[config.mk]
export PLATFORM = sky130hd
export DESIGN_NAME = full_subtractor
export DESIGN_NICKNAME = d
export VERILOG_FILES = /design/src/rtl/full_subtractor_pkg.sv /design/src/rtl/full_subtractor_cell.sv /design/src/rtl/full_subtractor.sv
export SDC_FILE = /design/constraint.sdc
export NUM_CORES = 1
export LEC_CHECK = 0
export BUFFER_PORTS_ARGS = -buffer_cell sky130_fd_sc_hd__clkbuf_2
export CAP_MARGIN = 20
export CORE_AREA = 4 4 41 43
export DETAILED_ROUTE_END_ITERATION = 16
export DIE_AREA = 0 0 45 47
export PLACE_DENSITY_LB_ADDON = 0.2
export SYNTH_ARGS = -nofsm -noshare
export SYNTH_HDL_FRONTEND = slang
export SYNTH_SLANG_ARGS = --single-unit
export TNS_END_PERCENT = 30
[constraint.sdc]
create_clock -name clk -period 0.8 [get_ports clk]
set_clock_uncertainty 0.05 [all_clocks]
set_input_delay 0.04 -clock clk [delete_from_list [all_inputs] [get_ports clk]]
set_output_delay 0.04 -clock clk [all_outputs]
set_load 0.03 [all_outputs]
[src/rtl/full_subtractor_pkg.sv]
// Shared definitions for the ripple-borrow subtractor: default operand width
// and the {borrow, diff} result record.
package full_subtractor_pkg;

    localparam int unsigned FS_DEFAULT_WIDTH = 1;
    localparam int unsigned FS_MAX_WIDTH     = 64;

    typedef struct packed {
        logic                    borrow;
        logic [FS_MAX_WIDTH-1:0] diff;
    } fs_result_t;

    function automatic fs_result_t fs_pack(input logic borrow, input logic [FS_MAX_WIDTH-1:0] diff);
        fs_result_t r;
        r.borrow = borrow;
        r.diff   = diff;
        return r;
    endfunction

endpackage

[src/rtl/full_subtractor_cell.sv]
// One-bit combinational full-subtractor cell: d = a - b - bin, bout on underflow.
module full_subtractor_cell
    import full_subtractor_pkg::*;
(
    input  logic a,
    input  logic b,
    input  logic bin,
    output logic d,
    output logic bout
);

    logic w_axb;

    assign w_axb = a ^ b;
    assign d     = w_axb ^ bin;
    assign bout  = (~a & b) | (~w_axb & bin);

endmodule

[src/rtl/full_subtractor.sv]
// Registered WIDTH-bit subtractor: ripple chain of 1-bit cells computing
// {borrow, diff} = a - b - c, one result per accepted operand set.
module full_subtractor
    import full_subtractor_pkg::*;
#(
    parameter int unsigned WIDTH = FS_DEFAULT_WIDTH
) (
    input  logic             clk,
    input  logic             rst_n,
    input  logic             in_valid,
    input  logic [WIDTH-1:0] a,
    input  logic [WIDTH-1:0] b,
    input  logic             c,
    output logic             out_valid,
    output logic [WIDTH-1:0] diff,
    output logic             borrow
);

    logic [WIDTH:0]   w_bin;
    logic [WIDTH-1:0] w_diff;

    logic             r_valid;
    logic [WIDTH-1:0] r_diff;
    logic             r_borrow;

    assign w_bin[0] = c;

    for (genvar i = 0; i < WIDTH; i++) begin : g_cell
        full_subtractor_cell u_cell (
            .a    (a[i]),
            .b    (b[i]),
            .bin  (w_bin[i]),
            .d    (w_diff[i]),
            .bout (w_bin[i+1])
        );
    end

    // Result registers only load on accepted operands, so idle-cycle inputs never reach the outputs.
    always_ff @(posedge clk or negedge rst_n) begin
        if (!rst_n) begin
            r_valid  <= 1'b0;
            r_diff   <= '0;
            r_borrow <= 1'b0;
        end else begin
            r_valid <= in_valid;
            if (in_valid) begin
                r_diff   <= w_diff;
                r_borrow <= w_bin[WIDTH];
            end
        end
    end

    assign out_valid = r_valid;
    assign diff      = r_diff;
    assign borrow    = r_borrow;

endmodule

==> impl_metrics.env <==
export IMPL_status="complete, but fails checks"
export IMPL_failed_checks="setup timing"
export IMPL_end_kind="output port"
export IMPL_fp_dieH_um=47
export IMPL_path_max_fanout=2
export IMPL_post_drt_wl_per_cell_um=8.26
export IMPL_postSynthAreaPerCell_sq_um=14.0
export IMPL_initial_core_util=0.0971
export IMPL_cts_buffer_depth=2
export IMPL_fin_util=0.214
export IMPL_multi_input_area_sq_um=43.8
export IMPL_clockRootBuffer="clkbuf_4"
export IMPL_critPathMaxStageDelay_ns=0.41
export IMPL_die_area_sq_um=2120
export IMPL_globalRouteOverflowTotal=0
export IMPL_drv_cap=0
export IMPL_setup_viol=4
export IMPL_cts_buffers=3
export IMPL_hp_class="input port to flip-flop"
export IMPL_r2r_start="diff"
export IMPL_synthAdderAreaFrac=0.158
export IMPL_area_delta_synth_final_pct=121
export IMPL_grt_pass1_wl_um=448
export IMPL_cp_top_family="flip-flops"
export IMPL_hold_viol_final=0
export IMPL_crit_buf_inv=1
export IMPL_gp_congestion=0.634
export IMPL_synth_area_leader_cell="dfrtp_1"
export IMPL_setup_slack_ns=-0.0724
export IMPL_drive_gt1_frac=0.609
export IMPL_dr_pass1_iters=1
export IMPL_power_switching_uw=161
export IMPL_regArea_sq_um=76.3
export IMPL_crit_type="flip-flop to output port"
export IMPL_ff2ff_path_depth=1
export IMPL_io_pins=9
export IMPL_synth_edff_count=0
export IMPL_synth_area_top_cells="dfrtp_1 (59%), fa_1 (16%), mux2_4 (12%)"
export IMPL_design_core_area_sq_um=1300
export IMPL_insertion_delay_ns=0.23
export IMPL_syn_area_sq_um=126
export IMPL_yosysMostFrequentCell="dfrtp_1"
export IMPL_ant_nets=0
export IMPL_critPathLaunchType="flip-flop"
export IMPL_antenna_found_initial=0
export IMPL_ys_seq_area_frac=0.594
export IMPL_synth_common_cells="dfrtp_1 (3), inv_1 (2)"
export IMPL_peakVddDrop_uv=357
export IMPL_dp_cells=32
export IMPL_p_int_uw=448
export IMPL_antenna_cells=0
export IMPL_drc=0
export IMPL_path_cells="buf_8"
export IMPL_muxShareOfSynthArea=0.119
export IMPL_fill_cells=153
export IMPL_die_x_um=45
export IMPL_startpoint="diff"
export IMPL_synth_top_family_by_area="adder cells"
export IMPL_cts_tree="built"
export IMPL_seqPwrFrac=0.311
export IMPL_final_cells=38
export IMPL_worstPathArrival_ns=0.78
export IMPL_period_share=1.09
export IMPL_leakagePower_uw=0.000133
export IMPL_htree_levels=1
export IMPL_combPwrFrac=0.257
export IMPL_fmax_ghz=1.15
export IMPL_p_per_area_nw_per_um2=2180
export IMPL_ys_flop_type="dfrtp_1"
export IMPL_vias=121
export IMPL_required_ns=0.71
export IMPL_synthXorXnorAreaFrac=0
export IMPL_grtUsageTotal=0.0396
export IMPL_path_clk_slew_ns=0.04
export IMPL_finalNetCount=31
export IMPL_max_slew_worst_pin_slew_ns=0.109
export IMPL_drt_initial_drc_count=0
export IMPL_period_needed_ns=0.872
export IMPL_ys_async_sr_fraction=1.00
export IMPL_grt_pass1_vias=118
export IMPL_grt_max_degree=4
export IMPL_syn_inst=9
export IMPL_swShare=0.264
export IMPL_reg2reg_slack_ns=-0.05
export IMPL_path_depth=1
export IMPL_yosys_area_top_type_share=0.594
export IMPL_endpoint="diff"
export IMPL_rows=13
export IMPL_max_slew_margin=0.928
export IMPL_numPortBuffers=8
export IMPL_synth_compound_area_frac=0.0396
export IMPL_syn_num_nets=16
export IMPL_ys_types=6
export IMPL_vias_per_cell=3.18
export IMPL_slowest_stage="dfrtp_2"
export IMPL_wirelength_um=314
export IMPL_clock_sink_count=3
export IMPL_synth_seq_cells=3
export IMPL_slew_viol_final=0
export IMPL_synth_simple_area_share=0.0297
export IMPL_rr_endpoint="diff"
export IMPL_clockPowerShare=0.431
export IMPL_rsz0062_at_grt="yes"
export IMPL_yosysWarnings=0
-- cell type report --
cell class,count,area share
Clock buffer,4,0.0942
Multi-Input combinational cell,4,0.157
Sequential cell,3,0.274
Timing Repair Buffer,10,0.354
Inverter,2,0.0538
Tap cell,15,0.0673
-- how the worst min path moves through the flow --
stage,start,end,slack (ns),cells past startpoint
after detailed placement,rst_n,borrow,-0.21,1
after global placement,rst_n,out_valid,-0.21,1
after global routing,in_valid,diff,0.07,2
after CTS,in_valid,borrow,0.04,3
final,in_valid,borrow,0.04,3
after floorplan,rst_n,borrow,-0.31,0
-- logic make-up after synthesis --
logic type	count (synthesis)
and+or+nand+nor	1
muxes	1
buffers and inverters	2
DFF	3
AOI/OAI and AO/OA	1
adders and majority gates	1
-- state kept, by name, summed over array words and instances (netlist names) --
name / flops
out_valid: 1
borrow: 1
diff: 1
-- per-layer routing --
layer	track usage	routed length, um	share of wire
met5	0	0	0
met1	0.0367	129	0.41
met4	0.0877	15	0.048
met3	0.0230	62	0.20
met2	0.0367	107	0.34
-- what timing repair did --
action                                 4_1_cts  5_1_grt
buffers inserted                             0        0
setup endpoints to repair                    4        4
resized for setup                            7        3
endpoints found under the hold margin        5        0
hold buffers                                 2        0
-- per-stage QoR --
step / hold WS [ns] / power (uW) / setup TNS, ns / setup slack (ns) / area, sq um
final: 0.0422 / 609 / -0.208 / -0.0724 / 279
after global routing: 0.0710 / 637 / -0.277 / -0.0884 / 279
after CTS: 0.0389 / 616 / -0.261 / -0.0934 / 275
after detailed placement: -0.211 / 297 / -0.426 / -0.307 / 194
after global placement: -0.214 / 293 / -0.406 / -0.306 / 194
after floorplan: -0.306 / 250 / -0.141 / -0.133 / 135
-- cell usage in the layout, fill, tap and decap left out --
cell           netlist  routed
dfrtp_2              0       1
clkbuf_2             0       4
mux2_4               1       1
dfrtp_1              3       2
clkbuf_1             0       1
fa_1                 1       1
clkbuf_8             0       1
inv_8                0       1
dlygate4sd3_1        0       2
clkbuf_4             0       3
inv_1                2       1
nor2_1               1       1
buf_8                0       3
a21oi_1              1       1
-- power groups by stage --
stage	Sequential (uW)	Clock [uW]	Combinational, uW
6_report	190	263	157
5_1_grt	192	281	165
4_1_cts	186	279	151
3_5_place_dp	185	0	112
3_3_place_gp	183	0	110
2_1_floorplan	220	0	30.1
(Power assumes the default switching activity.)
